**src/rtl/c16_prg_inject.sv**
```systemverilog
// PRG download injector for the C16: stalls the 8501, writes the file into RAM, releases the CPU.
// Optional BASIC pointer patch (VARTAB/ARYTAB/STREND) compiled in with C16_PRG_PTR_FIX_EN.
module c16_prg_inject #(
    parameter int WR_CYCLES    = 4,
    parameter int SYNC_TIMEOUT = 64
) (
    input  logic        CLK28,
    input  logic        RESET,
    input  logic        dl_start,
    input  logic [7:0]  dl_data,
    input  logic        dl_valid,
    input  logic        dl_last,
    output logic        dl_ready,
    input  logic        cpuenable,
    output logic        WAIT,
    output logic        busy,
    output logic [15:0] ram_addr,
    output logic [7:0]  ram_dout,
    output logic        ram_we,
    output logic        done,
    output logic        err,
    output logic [15:0] end_addr
);

    // state   | meaning
    // IDLE    | waiting for dl_start, CPU running
    // SYNC    | WAIT raised, waiting for a cpuenable pulse or timeout
    // HDR_LO  | accepting load address low byte
    // HDR_HI  | accepting load address high byte
    // DATA    | accepting a data byte
    // WRITE   | holding ram_we for WR_CYCLES cycles
    // PTR     | BASIC pointer patch (single pass-through cycle when compiled out)
    // RELEASE | drop WAIT/busy, pulse done
    typedef enum logic [2:0] {
        S_IDLE,
        S_SYNC,
        S_HDR_LO,
        S_HDR_HI,
        S_DATA,
        S_WRITE,
        S_PTR,
        S_RELEASE
    } state_t;

    localparam int SYNC_W = (SYNC_TIMEOUT > 1) ? $clog2(SYNC_TIMEOUT) : 1;
    localparam logic [SYNC_W-1:0] SYNC_LOAD = SYNC_W'(SYNC_TIMEOUT - 1);
    localparam logic [3:0]        WR_LOAD   = 4'(WR_CYCLES - 1);

    state_t             state_q, state_d;
    logic [SYNC_W-1:0]  sync_cnt_q, sync_cnt_d;
    logic [3:0]         wr_cnt_q, wr_cnt_d;
    logic [7:0]         load_lo_q, load_lo_d;
    logic               last_q, last_d;
    logic               wait_q, wait_d;
    logic               busy_q, busy_d;
    logic               dl_ready_q, dl_ready_d;
    logic [15:0]        ram_addr_q, ram_addr_d;
    logic [7:0]         ram_dout_q, ram_dout_d;
    logic               ram_we_q, ram_we_d;
    logic               done_q, done_d;
    logic               err_q, err_d;
    logic [15:0]        end_addr_q, end_addr_d;
    logic               accept;
    logic               enter_release;
`ifdef C16_PRG_PTR_FIX_EN
    logic [2:0]         ptr_idx_q, ptr_idx_d;
`endif

    assign accept = dl_valid & dl_ready_q;

    always_comb begin
        state_d       = state_q;
        sync_cnt_d    = sync_cnt_q;
        wr_cnt_d      = wr_cnt_q;
        load_lo_d     = load_lo_q;
        last_d        = last_q;
        wait_d        = wait_q;
        busy_d        = busy_q;
        dl_ready_d    = dl_ready_q;
        ram_addr_d    = ram_addr_q;
        ram_dout_d    = ram_dout_q;
        ram_we_d      = ram_we_q;
        done_d        = 1'b0;
        err_d         = err_q;
        end_addr_d    = end_addr_q;
        enter_release = 1'b0;
`ifdef C16_PRG_PTR_FIX_EN
        ptr_idx_d     = ptr_idx_q;
`endif

        case (state_q)
            S_IDLE: begin
                if (dl_start) begin
                    err_d      = 1'b0;
                    end_addr_d = 16'h0000;
                    wait_d     = 1'b1;
                    busy_d     = 1'b1;
                    sync_cnt_d = SYNC_LOAD;
`ifdef C16_PRG_PTR_FIX_EN
                    ptr_idx_d  = 3'd0;
`endif
                    state_d    = S_SYNC;
                end
            end

            S_SYNC: begin
                // the first SYNC cycle is the one WAIT rose in, so its cpuenable is ignored
                if ((cpuenable && (sync_cnt_q != SYNC_LOAD)) || (sync_cnt_q == '0)) begin
                    dl_ready_d = 1'b1;
                    state_d    = S_HDR_LO;
                end else begin
                    sync_cnt_d = sync_cnt_q - 1'b1;
                end
            end

            S_HDR_LO: begin
                if (accept) begin
                    load_lo_d = dl_data;
                    if (dl_last) begin
                        err_d         = 1'b1;
                        enter_release = 1'b1;
                    end else begin
                        state_d = S_HDR_HI;
                    end
                end
            end

            S_HDR_HI: begin
                if (accept) begin
                    ram_addr_d = {dl_data, load_lo_q};
                    end_addr_d = {dl_data, load_lo_q};
                    if (dl_last) begin
                        dl_ready_d = 1'b0;
                        state_d    = S_PTR;
                    end else begin
                        state_d = S_DATA;
                    end
                end
            end

            S_DATA: begin
                if (accept) begin
                    ram_dout_d = dl_data;
                    last_d     = dl_last;
                    ram_we_d   = 1'b1;
                    wr_cnt_d   = WR_LOAD;
                    dl_ready_d = 1'b0;
                    state_d    = S_WRITE;
                end
            end

            S_WRITE: begin
                if (wr_cnt_q == 4'd0) begin
                    ram_we_d   = 1'b0;
                    ram_addr_d = ram_addr_q + 16'd1;
                    end_addr_d = ram_addr_q + 16'd1;
                    if (ram_addr_q == 16'hFFFF) begin
                        err_d = 1'b1;
                    end
                    if (last_q) begin
                        state_d = S_PTR;
                    end else begin
                        dl_ready_d = 1'b1;
                        state_d    = S_DATA;
                    end
                end else begin
                    wr_cnt_d = wr_cnt_q - 4'd1;
                end
            end

            S_PTR: begin
`ifdef C16_PRG_PTR_FIX_EN
                // one idle setup cycle between pointer writes keeps addr/data stable under ram_we
                if (!ram_we_q) begin
                    ram_addr_d = 16'h002D + {13'd0, ptr_idx_q};
                    ram_dout_d = ptr_idx_q[0] ? end_addr_q[15:8] : end_addr_q[7:0];
                    ram_we_d   = 1'b1;
                    wr_cnt_d   = WR_LOAD;
                end else if (wr_cnt_q == 4'd0) begin
                    ram_we_d = 1'b0;
                    if (ptr_idx_q == 3'd5) begin
                        enter_release = 1'b1;
                    end else begin
                        ptr_idx_d = ptr_idx_q + 3'd1;
                    end
                end else begin
                    wr_cnt_d = wr_cnt_q - 4'd1;
                end
`else
                enter_release = 1'b1;
`endif
            end

            S_RELEASE: begin
                state_d = S_IDLE;
            end

            default: begin
                state_d = S_IDLE;
            end
        endcase

        if (enter_release) begin
            wait_d     = 1'b0;
            busy_d     = 1'b0;
            dl_ready_d = 1'b0;
            ram_we_d   = 1'b0;
            done_d     = 1'b1;
            state_d    = S_RELEASE;
        end
    end

    always_ff @(posedge CLK28) begin
        if (RESET) begin
            state_q    <= S_IDLE;
            sync_cnt_q <= '0;
            wr_cnt_q   <= 4'd0;
            load_lo_q  <= 8'h00;
            last_q     <= 1'b0;
            wait_q     <= 1'b0;
            busy_q     <= 1'b0;
            dl_ready_q <= 1'b0;
            ram_addr_q <= 16'h0000;
            ram_dout_q <= 8'h00;
            ram_we_q   <= 1'b0;
            done_q     <= 1'b0;
            err_q      <= 1'b0;
            end_addr_q <= 16'h0000;
`ifdef C16_PRG_PTR_FIX_EN
            ptr_idx_q  <= 3'd0;
`endif
        end else begin
            state_q    <= state_d;
            sync_cnt_q <= sync_cnt_d;
            wr_cnt_q   <= wr_cnt_d;
            load_lo_q  <= load_lo_d;
            last_q     <= last_d;
            wait_q     <= wait_d;
            busy_q     <= busy_d;
            dl_ready_q <= dl_ready_d;
            ram_addr_q <= ram_addr_d;
            ram_dout_q <= ram_dout_d;
            ram_we_q   <= ram_we_d;
            done_q     <= done_d;
            err_q      <= err_d;
            end_addr_q <= end_addr_d;
`ifdef C16_PRG_PTR_FIX_EN
            ptr_idx_q  <= ptr_idx_d;
`endif
        end
    end

    assign dl_ready = dl_ready_q;
    assign WAIT     = wait_q;
    assign busy     = busy_q;
    assign ram_addr = ram_addr_q;
    assign ram_dout = ram_dout_q;
    assign ram_we   = ram_we_q;
    assign done     = done_q;
    assign err      = err_q;
    assign end_addr = end_addr_q;

endmodule

```
**config.mk**
```make
export PLATFORM = sky130hd
export DESIGN_NAME = c16_prg_inject
export DESIGN_NICKNAME = d
export VERILOG_FILES = /design/src/rtl/c16_prg_inject.sv
export SDC_FILE = /design/constraint.sdc
export NUM_CORES = 1
export LEC_CHECK = 0
export ABC_AREA = 0
export BUFFER_PORTS_ARGS = -buffer_cell sky130_fd_sc_hd__buf_2
export CELL_PAD_IN_SITES_DETAIL_PLACEMENT = 1
export CELL_PAD_IN_SITES_GLOBAL_PLACEMENT = 1
export CORE_MARGIN = 1.5
export CORE_UTILIZATION = 44
export CTS_CLUSTER_DIAMETER = 80
export DETAILED_ROUTE_END_ITERATION = 7
export GPL_ROUTABILITY_DRIVEN = 0
export PLACE_DENSITY = 0.92
export SYNTH_ARGS = -nofsm -noshare
export SYNTH_HDL_FRONTEND = slang
export SYNTH_SLANG_ARGS = --single-unit
```
**constraint.sdc**
```tcl
create_clock -name CLK28 -period 2.7 [get_ports CLK28]
set_input_delay 0.54 -clock CLK28 [delete_from_list [all_inputs] [get_ports CLK28]]
set_output_delay 0.54 -clock CLK28 [all_outputs]
set_load 0.02 [all_outputs]
```
# Word level (Yosys, flattened, before mapping)

Cells that the tools add are included.

Output and inout bits: 46
Flip-flop bits (word level): 67
Input bits: 14

Reduce and logical (&&, ||, !) cells: 24
Bitwise logic cells: 1
Equality and inequality tests: 28
Muxes and demuxes: 42
Add/subtract/negate cells: 3

Operators with widths:

| cell                                          | number |
|---|---|
| 2-to-1 mux 16 bit                             | 3 |
| case mux 16 bit (3 select lines)              | 1 |
| case mux 16 bit (2 select lines)              | 1 |
| 2-to-1 mux 3 bit                              | 8 |
| inequality test 2 bit, second input constant  | 12 |
| inequality test 3 bit, second input constant  | 7 |
| case mux 3 bit (7 select lines)               | 1 |
| adder 16 x 1 -> 16 bit, second input constant | 1 |
| == test 16 bit, second input constant         | 1 |
| 2-to-1 mux 1 bit                              | 16 |
| == test 3 bit, second input constant          | 4 |
| 2-to-1 mux 6 bit                              | 2 |
| case mux 6 bit (2 select lines)               | 1 |
| AND reduction 3 bit                           | 4 |
| 2-to-1 mux 4 bit                              | 2 |
| case mux 4 bit (2 select lines)               | 1 |
| AND reduction 8 bit                           | 1 |
| nonzero test 8 bit                            | 1 |
| AND reduction 7 bit                           | 1 |
| == test 3 x 2 -> 1 bit, second input constant | 2 |
| logical NOT 6 bit                             | 1 |
| inequality test 6 bit, second input constant  | 1 |
| AND reduction 2 bit                           | 3 |
| AND reduction 6 bit                           | 1 |
| other kinds (17)                              | 22 |

# Depth between registers and ports, before layout

Depth after elaboration: 6
Gate-level depth with buffers: 8
Depth with buffers taken out: 7

# Least setup slack after synthesis

No wires, ideal clock.

Path type: register to register
Start: reg ram_addr_q[0], in the netlist ram_addr[0]
End: reg end_addr_q[12], in the netlist end_addr[12]
Arrival: 1712 ps
Path slack: 911 ps
Cell stages (with the launch flop): 7
Cell sequence: dfxtp_1 ha_1 nand2_1 nor4_1 mux2i_1 a211oi_1 nor3_1

Cells in the longest elaborated chain, start to end: 3

RTL lines:

| what                             | line | source |
|---|---|---|
| start, declared                  | 57   | `logic [15:0] ram_addr_q, ram_addr_d;` |
| start signal, assigned           | 241  | `ram_addr_q <= ram_addr_d;` |
| adder 16 x 1 -> 16 bit           | 156  | `end_addr_d = ram_addr_q + 16'd1;` |
| 2-to-1 mux 16 bit                | 153  | `if (wr_cnt_q == 4'd0) begin` |
| case mux 16 bit (3 select lines) | 91   | `case (state_q)` |
| end signal, assigned             | 246  | `end_addr_q <= end_addr_d;` |
| end, declared                    | 62   | `logic [15:0] end_addr_q, end_addr_d;` |

No other way between the ends. The select of a mux whose other input is x is not followed.
A chain may end at the register's enable or synchronous reset.

# Worst setup path in the final report

Start: reg state_q[2]
End: reg end_addr_q[2], in the netlist end_addr[2]

Cells in the longest elaborated chain, start to end: 3
Elaborated cells between the ends (all ways): 9

RTL lines:

| what                                                                                | line | source |
|---|---|---|
| start, declared                                                                     | 49   | `state_t state_q, state_d;` |
| start signal, assigned                                                              | 233  | `state_q <= state_d;` |
| == test 3 bit, or another cell as far along                                         | 91   |  |
| inequality test 2 bit (no source line) / nonzero test 3 bit (equally long branches) | n/a  |  |
| AND reduction 4 bit (no source line)                                                | n/a  |  |

Parallel ways exist; a longest one is shown, timed or not.

==> impl_metrics.toml <==
[outcome]
run_status = "finished, final reports clean"

[global_route]
antenna_found_initial = 0
grt_pass1_wl_mm = 16.3
grt_max_degree = 30
grt_overflow = 0
grt_use_total_pct = 27.2
first_global_vias = 3165

[clocking]
cts_buffers = 9
root_buffer = "clkbuf_8"
clock-sinks = 67
path_clk_slew_ps = 80
cts_setup_buffers = 0
cts_tree = "built"
holdBufCountCts = 0
cts_buffer_depth = 2
htree_num_levels = 3
worstSkewPairLatency_ps = 360
postCtsResizedCells = 0

[pwr]
switching_share_pct = 38.3
pwr-share-comb_pct = 30.5
power.leakage_nw = 1.51
total_power_mw = 3.11
p_clk_share_pct = 27.9
pwr-share-seq_pct = 41.6
power_switching_mw = 1.19
power_density_nw_per_um2 = 809
intPower_mw = 1.92
vdd_drop_max_mv = 0.336

[final_layout]
layout_common_cells = "dfxtp_1 (67), buf_2 (59), nand2_1 (50)"
fill_cells = 888
design_area_um2 = 3850
drive_gt1_share_pct = 21.8
synthToLayoutAreaGrowth_pct = 17.0
fin_cells = 549
n_antenna_cell = 0
fin_nets = 465
final_common_cell = "dfxtp_1"

[worst_setup_path]
timing.rr.end = "end_addr[2]"
crit_path_end_kind = "register"
setup.worst_path.class = "register to register"
endpoint = "end_addr[2]"
start_kind = "register"
crit_fanout = 20
required_ps = 2930
setup.worst_path.start = "state_q[2]"
r2r_cells = 5
r2r_start = "state_q[2]"
r2r_slack_ps = 390
crit_arrival_ps = 2540

[routing]
drt_pass1_iterations = 4
ant_nets = 0
drc_errors = 0
vias_per_cell = 5.82
wirelength_mm = 10.3
dr_total_vias = 3195
wire_per_inst_um = 18.7
drtIter0Drc = 242

[placed_design]
io_buffer_count = 59
place_ws_ps = 513
dp_cells = 533
dpl-instance-area_um2 = 3650
hpwl_mm = 7.01

[floorplan]
die_h_um = 89.4
core-area_um2 = 7250
rows = 31
die_area_um2 = 8000
io_pins = 60
start_util_pct = 45.3
die_x_um = 89.4

[logic_synthesis]
async_flop_share_pct = 0
mappedNetlistNets = 413
yosysWarnings = 0
synth_top_flop_cell = "dfxtp_1"
synth_edf_count = 0
avgSynthCellArea_um2 = 8.37
netlist_instances = 393
ys_ff_latch = 67
ys_types = 54
synth_area_um2 = 3290
synth_seq_area_share_pct = 40.8

[flow_run]
drv_cap = 0

[timing]
fin_tns_setup_ps = 0
report.final.slew_viol_count = 0
setup_viol = 0
finalCritPeriodShare_pct = 85.6
fmax_mhz = 433
min_period_ps = 2310
relSlewSlack_pct = 48.4
fin_worst_skew_ps = 10.8
setup_ws_ps = 389
tightestPinTransition_ps = 765
rsz0062_at_grt = "no"
report.final.hold_viol_count = 0

[min_path]
hp-class = "register to register"
[layer usage]
| layer | up-vias | track usage (%) | wire length (um) |
|---|---|---|---|
| li1 | 1495 | - | - |
| met1 | 1582 | 35.5 | 4420 |
| met2 | 104 | 44.7 | 5080 |
| met3 | 14 | 3.51 | 605 |
| met4 | 0 | 12.3 | 177 |
| met5 | - | 0 | 0 |
[critical path, stage by stage (launching register included)]
cell and delay (ps):
dfxtp_1 730, and3b_1 560, a22o_1 300, nor2_4 120, a221oi_1 380, nor3_1 100
[stage by stage]
step           util (%)  hold slack (ps)
3_3_place_gp       50.3              441
5_1_grt            53.0              479
4_1_cts            53.0              462
2_1_floorplan         -              450
3_5_place_dp       50.3              452
6_report           53.0              462
[power groups by stage]
stage	clock, mW	sequential (mW)	combinational [mW]
after floorplan	0	1.35	0.629
after global placement	0	1.30	0.898
after detailed placement	0	1.31	0.933
after CTS	0.877	1.29	0.952
after global routing	0.933	1.32	1.04
final	0.867	1.29	0.949
[Yosys cell counts (2+ instances only)]
master,instances,area (um2)
nand2_1,50,188
buf_2,12,60.1
dfxtp_1,67,1340
nor4_1,2,12.5
a221oi_1,3,26.3
or3b_2,2,17.5
or3_1,3,18.8
mux2i_1,12,120
nor2b_1,3,18.8
a21oi_1,33,165
nand4_1,4,25.0
and3b_1,2,17.5
nand2b_1,4,25.0
and2_1,2,12.5
a22oi_1,4,30.0
a22o_1,2,17.5
nand3b_1,3,22.5
o21ai_0,3,15.0
xor2_1,12,105
ha_1,6,75.1
nand3_1,16,80.1
xnor2_1,5,43.8
a211oi_1,23,173
buf_4,2,15.0
inv_1,9,33.8
clkbuf_1,11,41.3
o32ai_1,5,43.8
a2bb2oi_1,2,17.5
nor3_2,2,20.0
nor3_1,22,110
nor2_1,44,165
[sequential cells by signal, indices dropped and copies added (netlist names), 3 cells and up]
| signal | count |
|---|---|
| sync_cnt_q | 6 |
| load_lo_q | 8 |
| end_addr | 16 |
| ram_dout | 8 |
| wr_cnt_q | 4 |
| state_q | 3 |
| ram_addr | 16 |
[logic make-up after synthesis]
kind of cell | synth area share (%)
buffers and inverters | 4.91
muxes | 3.65
adders and majority gates | 2.28
and+or+nand+nor | 25.8
DFF | 40.8
xor gates and xnor gates | 4.53
AOI/OAI and AO/OA | 18.0
[area by class of cell]
class	instances	area [um2]	share of cell area, %
clock buffers	9	124	3.22
multi-input cells	291	1790	46.6
clock inverters	7	76.3	1.98
inverters	9	33.8	0.878
flip-flops and latches	67	1340	34.9
well taps	99	124	3.22
repair buffers	67	355	9.24
[worst min path at each step]
| stage | cells past startpoint | startpoint | slack (ps) | end |
|---|---|---|---|---|
| final | 2 | ram_dout[3] | 460 | ram_dout[3] |
| after global routing | 3 | dl_last | 480 | last_q |
| after CTS | 3 | dl_last | 460 | last_q |
| after detailed placement | 2 | ram_dout[3] | 450 | ram_dout[3] |
| after global placement | 2 | end_addr[1] | 440 | end_addr[1] |
| after floorplan | 2 | last_q | 450 | last_q |
Note: power is estimated with default switching activity, not from simulation.
